[config.mk]
export PLATFORM = sky130hd
export DESIGN_NAME = mp_arith_unit
export DESIGN_NICKNAME = d
export VERILOG_FILES = /design/src/rtl/mp_arith_pkg.sv /design/src/rtl/mp_digit_alu.sv /design/src/rtl/mp_arith_unit.sv
export SDC_FILE = /design/constraint.sdc
export NUM_CORES = 1
export LEC_CHECK = 0
export CORE_UTILIZATION = 64
export DETAILED_ROUTE_END_ITERATION = 10
export GPL_TIMING_DRIVEN = 0
export PLACE_DENSITY_LB_ADDON = 0.12
export SKIP_LAST_GASP = 1
export SYNTH_ARGS = -nofsm -noshare
export SYNTH_HDL_FRONTEND = slang
export SYNTH_SLANG_ARGS = --single-unit
[constraint.sdc]
create_clock -name clk -period 12.3 [get_ports clk]
set_input_delay 3.075 -clock clk [delete_from_list [all_inputs] [get_ports clk]]
set_output_delay 3.075 -clock clk [all_outputs]
set_load 0.01 [all_outputs]
[src/rtl/mp_arith_pkg.sv]
// Shared encodings for the multi-precision arithmetic unit.
package mp_arith_pkg;

   localparam logic [1:0] OP_ADD = 2'd0;
   localparam logic [1:0] OP_SUB = 2'd1;
   localparam logic [1:0] OP_CMP = 2'd2;
   localparam logic [1:0] OP_MUL = 2'd3;

   typedef enum logic [1:0] {
      ST_IDLE = 2'd0,
      ST_RUN  = 2'd1,
      ST_DONE = 2'd2
   } state_t;

endpackage : mp_arith_pkg

[src/rtl/mp_digit_alu.sv]
// Combinational single-digit datapath: add/sub with carry, compare, and full product.
module mp_digit_alu #(
   parameter int unsigned D = 8
) (
   input  logic [D-1:0]   dig_a,
   input  logic [D-1:0]   dig_b,
   input  logic           cin,
   input  logic           sub,
   output logic [D-1:0]   sum_c,
   output logic           cout_c,
   output logic           gt_c,
   output logic           eq_c,
   output logic [2*D-1:0] prod_c
);

   localparam int unsigned D1 = D + 1;
   localparam int unsigned D2 = 2 * D;

   logic [D-1:0] b_eff;
   logic [D:0]   add_full;

   // Subtraction reuses the adder with the B digit inverted.
   always_comb begin
      b_eff    = sub ? ~dig_b : dig_b;
      add_full = D1'(dig_a) + D1'(b_eff) + D1'(cin);
      sum_c    = add_full[D-1:0];
      cout_c   = add_full[D];
      gt_c     = (dig_a > dig_b);
      eq_c     = (dig_a == dig_b);
      prod_c   = D2'(dig_a) * D2'(dig_b);
   end

endmodule : mp_digit_alu

[src/rtl/mp_arith_unit.sv]
// Digit-serial multi-precision ADD/SUB/CMP/MUL unit with start/busy/done handshake.
module mp_arith_unit
   import mp_arith_pkg::*;
#(
   parameter int unsigned W = 32,
   parameter int unsigned D = 8
) (
   input  logic           clk,
   input  logic           rst_n,
   input  logic           start,
   input  logic [1:0]     op,
   input  logic [W-1:0]   a,
   input  logic [W-1:0]   b,
   output logic           busy,
   output logic           done,
   output logic [2*W-1:0] result,
   output logic           carry,
   output logic           gt,
   output logic           eq
);

   localparam int unsigned N  = W / D;
   localparam int unsigned W2 = 2 * W;
   localparam int unsigned CW = $clog2(N * N + 1);
   localparam int unsigned IW = (N > 1) ? $clog2(N) : 1;

   state_t          state_q, state_d;
   logic [W-1:0]    a_q, a_d, b_q, b_d;
   logic [1:0]      op_q, op_d;
   logic [W2-1:0]   result_q, result_d;
   logic            carry_q, carry_d, gt_q, gt_d, eq_q, eq_d;
   logic            c_q, c_d;
   logic            last_q, last_d;
   logic            busy_d, done_d;
   logic [CW-1:0]   step_q, step_d;
   logic [IW-1:0]   i_q, i_d, j_q, j_d;

   logic [D-1:0]    dig_a, dig_b, sum_c;
   logic            cout_c, dgt_c, deq_c;
   logic [2*D-1:0]  prod_c;
   logic [31:0]     mul_sh;
   logic [W2-1:0]   mul_addend;

   // CMP walks from the most significant digit; the other ops from the least.
   always_comb begin
      dig_a      = (op_q == OP_CMP) ? a_q[W-1 -: D] : a_q[D-1:0];
      dig_b      = (op_q == OP_CMP) ? b_q[W-1 -: D] : b_q[D-1:0];
      mul_sh     = 32'(D) * (32'(i_q) + 32'(j_q));
      mul_addend = W2'(prod_c) << mul_sh;
   end

   mp_digit_alu #(.D(D)) u_alu (
      .dig_a  (dig_a),
      .dig_b  (dig_b),
      .cin    (c_q),
      .sub    (op_q == OP_SUB),
      .sum_c  (sum_c),
      .cout_c (cout_c),
      .gt_c   (dgt_c),
      .eq_c   (deq_c),
      .prod_c (prod_c)
   );

   // Next-state and next-datapath logic; last_q marks that the final step has been taken.
   always_comb begin
      state_d  = state_q;
      a_d      = a_q;
      b_d      = b_q;
      op_d     = op_q;
      result_d = result_q;
      carry_d  = carry_q;
      gt_d     = gt_q;
      eq_d     = eq_q;
      c_d      = c_q;
      last_d   = last_q;
      step_d   = step_q;
      i_d      = i_q;
      j_d      = j_q;

      case (state_q)
         ST_IDLE, ST_DONE: begin
            state_d = ST_IDLE;
            if (start) begin
               state_d  = ST_RUN;
               a_d      = a;
               b_d      = b;
               op_d     = op;
               result_d = '0;
               carry_d  = 1'b0;
               gt_d     = 1'b0;
               eq_d     = 1'b0;
               c_d      = (op == OP_SUB);
               last_d   = 1'b0;
               step_d   = '0;
               i_d      = '0;
               j_d      = '0;
            end
         end
         ST_RUN: begin
            if (last_q) begin
               state_d = ST_DONE;
            end else begin
               step_d = step_q + CW'(1);
               case (op_q)
                  OP_ADD, OP_SUB: begin
                     result_d[W-1:0] = {sum_c, result_q[W-1:D]};
                     c_d             = cout_c;
                     a_d             = a_q >> D;
                     b_d             = b_q >> D;
                     if (step_q == CW'(N - 1)) begin
                        last_d  = 1'b1;
                        carry_d = (op_q == OP_SUB) ? ~cout_c : cout_c;
                     end
                  end
                  OP_CMP: begin
                     a_d = a_q << D;
                     b_d = b_q << D;
                     if (!deq_c) begin
                        gt_d   = dgt_c;
                        last_d = 1'b1;
                     end else if (step_q == CW'(N - 1)) begin
                        eq_d   = 1'b1;
                        last_d = 1'b1;
                     end
                  end
                  OP_MUL: begin
                     result_d = result_q + mul_addend;
                     a_d      = {a_q[D-1:0], a_q[W-1:D]};
                     if (j_q == IW'(N - 1)) begin
                        j_d = '0;
                        i_d = i_q + IW'(1);
                        b_d = b_q >> D;
                     end else begin
                        j_d = j_q + IW'(1);
                     end
                     if (step_q == CW'(N * N - 1)) begin
                        last_d = 1'b1;
                     end
                  end
                  default: ;
               endcase
            end
         end
         default: state_d = ST_IDLE;
      endcase

      busy_d = (state_d == ST_RUN);
      done_d = (state_q == ST_RUN) && (state_d == ST_DONE);
   end

   // State, datapath and output registers.
   always_ff @(posedge clk or negedge rst_n) begin
      if (!rst_n) begin
         state_q  <= ST_IDLE;
         a_q      <= '0;
         b_q      <= '0;
         op_q     <= OP_ADD;
         result_q <= '0;
         carry_q  <= 1'b0;
         gt_q     <= 1'b0;
         eq_q     <= 1'b0;
         c_q      <= 1'b0;
         last_q   <= 1'b0;
         step_q   <= '0;
         i_q      <= '0;
         j_q      <= '0;
         busy     <= 1'b0;
         done     <= 1'b0;
      end else begin
         state_q  <= state_d;
         a_q      <= a_d;
         b_q      <= b_d;
         op_q     <= op_d;
         result_q <= result_d;
         carry_q  <= carry_d;
         gt_q     <= gt_d;
         eq_q     <= eq_d;
         c_q      <= c_d;
         last_q   <= last_d;
         step_q   <= step_d;
         i_q      <= i_d;
         j_q      <= j_d;
         busy     <= busy_d;
         done     <= done_d;
      end
   end

   assign result = result_q;
   assign carry  = carry_q;
   assign gt     = gt_q;
   assign eq     = eq_q;

endmodule : mp_arith_unit

==> Word level (Yosys, flattened, before mapping) <==
Index checks and enable logic that the tools add are counted.
{ "op_classes": {"add_sub_neg": 7, "multipliers": 1, "n_lt_le_gt_ge": 1, "n_eq_ne": 23, "shift": 1, "n_mux": 57, "n_bitwise": 2, "reduce_logical": 17} }
{ "op_table": {"columns": ["operator", "count"], "rows": [
  ["2-to-1 mux 32 bit", 6],
  ["case mux 32 bit (2 select lines)", 3],
  ["case mux 32 bit (3 select lines)", 2],
  ["2-to-1 mux 64 bit", 2],
  ["case mux 64 bit (2 select lines)", 1],
  ["adder 64 bit", 1],
  ["<< shifter 16 x 6 -> 64 bit", 1],
  ["2-to-1 mux 8 bit", 3],
  ["2-to-1 mux 1 bit", 20],
  ["multiplier 8 x 8 -> 16 bit", 1],
  ["2-to-1 mux 2 bit", 8],
  ["AND reduction 4 bit", 4],
  ["AND reduction 5 bit", 3],
  ["!= test 2 bit (second input constant)", 7],
  ["case mux 2 bit (2 select lines)", 3],
  ["== test 2 bit (second input constant)", 5],
  ["2-to-1 mux 5 bit", 2],
  ["case mux 1 bit (2 select lines)", 5],
  ["case mux 5 bit (2 select lines)", 1],
  ["adder 8 x 8 -> 9 bit", 1],
  ["adder 9 x 1 -> 9 bit", 1],
  ["== test 2 x 1 -> 1 bit (second input constant)", 4],
  ["== test 8 bit", 1],
  ["> comparator 8 bit", 1],
  ["18 further kinds", 23]
]} }
{ "word_totals": {"register_bits": 148, "input_bits": 69, "out_inout_bits": 69, "elab_cells": 125} }

==> Depth between registers and ports, before layout <==
{ "logic_depth": {"word_depth": 12, "mapped_depth": 39, "mapped_depth_nobuf": 35} }

==> Hierarchy <==
A second synthesis with hierarchy kept.
{ "hier_totals": {"cells_unflattened": 1794, "hier_area_um2": 14074.7} }
{ "modules_own_cells": {"columns": ["mod", "n_inst", "cells_per_inst", "area_each_um2", "seq_area_each_um2"], "rows": [
  ["mp_arith_unit", 1, 1457, 11252.0, 3703.6],
  ["mp_digit_alu", 1, 337, 2822.7, 0.0]
]} }

==> Worst setup path after synthesis <==
OpenSTA, ideal clock, no wires.
{ "synth_timing": {"path_type": "reg2reg", "start": "register op_q[0]", "end": "register result_q[63], in the netlist result[63]", "setup_ns": 0.121, "arrival_ns": 8.219, "required_time_ns": 12.179, "slack_ns": 3.960, "stages_incl_launch_ff": 34, "n_path_buf": 3, "synth_period_minus_slack_ns": 8.340, "cell_sequence": "dfrtp_1 clkbuf_1 nand2b_1 clkbuf_1 clkbuf_1 mux2i_1 inv_1 nand2_1 fa_1 fa_1 inv_1 fa_1 inv_1 fa_1 inv_1 ha_1 a21oi_1 o21ai_1 a211o_1 a2111o_1 a21o_1 a31oi_1 nor2_1 ha_1 a21oi_1 o2111ai_1 a211oi_1 nor2_1 o21ai_0 o211ai_1 nor4b_2 a211oi_2 o21ai_1 a22o_1"} }
{ "synth_between": {"elab_chain_cells": 8} }
{ "synth_lines": {"columns": ["element", "line_no", "text"], "rows": [
  ["start: declaration", "mp_arith_unit.sv:29", "logic [1:0] op_q, op_d;"],
  ["start signal: assignment", "mp_arith_unit.sv:173", "op_q <= op_d;"],
  ["== test 2 bit", "mp_arith_unit.sv:46, mp_arith_unit.sv:47", null],
  ["2-to-1 mux 8 bit (on tied branches)", "mp_arith_unit.sv:46, mp_arith_unit.sv:47", null],
  ["multiplier 8 x 8 -> 16 bit", "mp_digit_alu.sv:30", "prod_c = D2'(dig_a) * D2'(dig_b);"],
  ["<< shifter 16 x 6 -> 64 bit", "mp_arith_unit.sv:49", "mul_addend = W2'(prod_c) << mul_sh;"],
  ["adder 64 bit", "mp_arith_unit.sv:127", "result_d = result_q + mul_addend;"],
  ["2-to-1 mux 32 bit", "mp_arith_unit.sv:104", "case (op_q)"],
  ["2-to-1 mux 64 bit", "mp_arith_unit.sv:100", "if (last_q) begin"],
  ["case mux 64 bit (2 select lines)", "mp_arith_unit.sv:80", "case (state_q)"],
  ["end signal: assignment", "mp_arith_unit.sv:174", "result_q <= result_d;"],
  ["end: declaration", "mp_arith_unit.sv:30", "logic [W2-1:0] result_q, result_d;"]
]} }
Parallel ways exist; a longest one is shown, timed or not. The select of a mux whose other input is x is not followed.
A chain may end at the register's enable or synchronous reset.

==> Worst setup path after layout <==
{ "layout_timing": {"start": "register op_q[0]", "end": "register result_q[56], in the netlist result[56]"} }
The elaborated chain is that of the path after synthesis.

==> parameters.txt <==
Parameter                              Value

Clock network
  Htree depth ... 4
  Clk pin slew, worst setup/hold paths ... about 0.080 ns
  CTS Buffer Depth ... 2
  Number of sinks handled by clock tree synthesis ... 148
  Post-CTS Repair Setup Buffers ... 0
  TritonCTS clock tree ... done
  Post-CTS Resized ... 0
  Worst-skew pair later-pin latency ... around 0.45 ns
  Number of CTS-inserted buffers ... 17
  Hold buffer count at CTS ... 0
  Root Buffer Master ... sky130_fd_sc_hd__clkbuf_16

Synthesis
  Async set-or-reset flop fraction in the synthesized netlist ... 100%
  Count of flip-flops with a built-in enable after synthesis ... 0
  Top FF cell, synth ... sky130_fd_sc_hd__dfrtp_1
  Yosys synthesis warning count ... 0
  Portion of the post-synthesis area used by sequential elements ... between 20% and 30%
  Syn Inst Count ... 1755
  Post-synth net total ... about 2000
  Total standard cell area after synthesis ... 13700 µm²
  FF+latch count, synth ... 148
  Number of unique standard cell types used by synthesis ... 83
  Synthesized area per cell ... 7.83 µm²

Flow run
  Max cap viols ... 0

Worst setup path
  Required time worst endpoint ... 12.64 ns
  Critical path startpoint category ... register
  Max incr delay on CP ... 1.01 ns
  Setup slack, reg-to-reg ... 1.34 ns
  Crit path capture type ... register
  Critical setup path kind ... register to register
  Slowest library cell on the worst path ... sky130_fd_sc_hd__mux2i_1
  Crit-path max FO ... 10
  Worst Path Arrival ... ~11 ns

Final layout
  Antenna diode count ... 0
  Multi-input logic area ... 9340 µm²
  Final #Nets ... roughly 2100
  Layout-stage area growth over the synthesis result ... 17.1%
  Layout filler cell count ... ~1500
  Area taken by flip-flops and latches ... around 3700 µm²
  Fraction of layout instances using a drive strength above 1 ... between 3 and 4%
  Final standard cell area without fillers ... 16100 µm²

Status
  Result of the run ... finished, final reports clean

Placement
  Count of buffers inserted at the top-level ports ... ~140
  Final weighted congestion of routability-driven global placement ... 0.991
  Cell area reported after detailed placement ... 15500 µm²
  Worst slack after detailed placement ... 1.70 ns
  HPWL after detailed placement ... 34.5 mm

Floorplan
  Die boundary width ... 149 µm
  Top-level I/O count ... 138
  Height of the chip ... 149 µm
  Core Rows ... 53
  Total Die Area ... 22100 µm²
  Effective utilization at floorplan ... 65.3%
  Standard cell core area ... 21000 µm²

Routing
  Post-detailed-route DRC marker count ... 0
  Routed wire length per instance ... 20.4 µm
  Violation count after the first detailed-route iteration ... between 1000 and 1500
  Number of vias in the routed layout ... 14259
  Wire length reported by the detailed router ... 45.0 mm
  First-pass DRT Iterations ... 8
  Post-DRT Antenna Nets ... 0
  DR vias/cell ... between 6 and 7

Timing
  Worst clock skew ... 0.0147 ns
  Worst slack on hold paths ... 0.511 ns
  Worst rel slew slack ... 21.6%
  Final period util ... 89.1%
  Min Clock Period, post-route ... 10.96 ns
  Tightest Pin Transition ... 1.14 ns
  Setup WS post-layout ... 1.34 ns
  Fin. Hold Viols ... 0
  Setup repair after global routing missed its margin ... false
  Total setup violations reported at the end of the flow ... 0
  Final slew viol count ... 0
  Post-route setup TNS ... 0 ns
  Highest clock frequency the design can meet ... approximately 91 MHz

GRT
  Global route overflow ... 0
  Via count of the first global-routing pass ... 13919
  Antenna violations before repair ... 0
  Wire length of the first global-routing pass ... 72.1 mm
  All-layer global routing usage ... 41.9%
  Maximum number of pins on one net before global-route repair ... 76

Worst hold path
  Hold Crit Class ... register to register
## synthesized netlist by cell type, drive strengths merged (10+ instances only)
cell    instances  area share [%]
nor3           15            0.55
xnor2          36             2.3
and3           13            0.59
buf            10            0.35
nand2b         16            0.73
nand2         304             8.3
a21oi         185             6.8
xor2           40             2.6
nor2          162             4.4
and2           11            0.50
a221o          11            0.81
ha            124              11
mux2i          15             1.1
clkbuf         78             2.1
nand4          19            0.96
a31oi          10            0.56
nand3          18            0.66
a22oi          28             1.5
o21ai         172             6.4
dfrtp         148              27
o21a           11            0.60
a21o           38             2.1
o21bai         19             1.1
fa             40             5.8
inv            92             2.5
o211ai         14            0.87
nor2b          21            0.96
## placed cells by master, fill, tap and decap left out, types with 5 or more instances in the layout
master and instances:
sky130_fd_sc_hd__ha_1 124, sky130_fd_sc_hd__nor2b_1 21, sky130_fd_sc_hd__nand2_1 304, sky130_fd_sc_hd__o31ai_1 8
sky130_fd_sc_hd__nand3_1 18, sky130_fd_sc_hd__o21bai_1 18, sky130_fd_sc_hd__o211ai_1 13, sky130_fd_sc_hd__a22o_1 9
sky130_fd_sc_hd__a221o_1 10, sky130_fd_sc_hd__a31oi_1 9, sky130_fd_sc_hd__inv_1 92, sky130_fd_sc_hd__o21ai_0 159
sky130_fd_sc_hd__o22ai_1 9, sky130_fd_sc_hd__clkdlybuf4s50_1 136, sky130_fd_sc_hd__fa_1 40, sky130_fd_sc_hd__buf_1 6
sky130_fd_sc_hd__and2_1 11, sky130_fd_sc_hd__a21oi_1 184, sky130_fd_sc_hd__inv_8 5, sky130_fd_sc_hd__a21o_1 38
sky130_fd_sc_hd__xnor2_1 36, sky130_fd_sc_hd__mux2i_1 15, sky130_fd_sc_hd__a22oi_1 28, sky130_fd_sc_hd__o21a_1 11
sky130_fd_sc_hd__nor2_1 162, sky130_fd_sc_hd__dfrtp_1 148, sky130_fd_sc_hd__clkbuf_1 76, sky130_fd_sc_hd__xor2_1 40
sky130_fd_sc_hd__o21ai_1 11, sky130_fd_sc_hd__clkbuf_16 17, sky130_fd_sc_hd__nand2b_1 16, sky130_fd_sc_hd__nor3_1 15
sky130_fd_sc_hd__nand4_1 17, sky130_fd_sc_hd__nor3b_1 5, sky130_fd_sc_hd__and3_1 13
## registers in the layout (all words and copies together), names as in the netlist
register / count
result: 64
a_q: 32
b_q: 32
step_q: 5
i_q: 2
j_q: 2
op_q: 2
state_q: 2
busy: 1
c_q: 1
carry: 1
done: 1
eq: 1
gt: 1
last_q: 1
## worst max-delay path, delay by kind of cell (launching register included)
family                     cells  cell delay (ns)
AOI/OAI and AO/OA             12             3.26
adders and majority gates      7             2.70
buffers and inverters          7             2.01
DFF                            1             0.32
muxes                          2             1.15
and+or+nand+nor                6             1.40
## path summary, 6_finish.rpt
check	start	endpoint	depth (start not counted)
min	b_q[20]$_DFFE_PN0P_	b_q[20]$_DFFE_PN0P_	2
min reg2reg	b_q[20]$_DFFE_PN0P_	b_q[20]$_DFFE_PN0P_	2
min in group asynchronous	rst_n	result[12]$_DFFE_PN0P_	1
max	op_q[0]$_DFFE_PN0P_	result[56]$_DFFE_PN0P_	34
max reg2reg	op_q[0]$_DFFE_PN0P_	result[56]$_DFFE_PN0P_	34
max in group asynchronous	rst_n	last_q$_DFFE_PN0P_	2
## kinds of logic (layout without fill, tap and decap cells)
kind of cell | after synthesis | count (layout) | share of synthesized area, %
compound gates | 564 | 564 | 25.6
xor+xnor | 76 | 76 | 4.85
fa+ha+maj | 164 | 164 | 17.1
buf+inv | 182 | 352 | 5.06
flops | 148 | 148 | 27.0
mux | 17 | 17 | 1.26
simple gates | 604 | 604 | 19.2
## cell type report
cell class	count	area share [%]
Clock buffer	17	2.64
Tap cell	275	2.14
Sequential cell	148	23.0
Multi-Input combinational cell	1425	58.0
Inverter	94	2.19
Buffer	88	2.13
Timing Repair Buffer	138	8.70
Clock inverter	15	1.12
## per-stage QoR
| stage | std cells | util, % |
|---|---|---|
| final | 2200 | 76.5 |
| after CTS | 2200 | 76.5 |
| after floorplan | 1755 | - |
| after global placement | 2167 | 73.5 |
| after detailed placement | 2168 | 73.6 |
| after global routing | 2200 | 76.5 |
## routing by layer
layer  vias up  wire length [µm]  global-route usage [%]
li1       6469                 -                       -
met1      6738             17300                    51.6
met2       866             21000                    67.7
met3       186              4370                    9.08
met4         0              2360                    24.4
met5         -                 0                       0
Power is not shown: default switching activity piles up to over one toggle a cycle in this logic, so the estimate is an artifact.
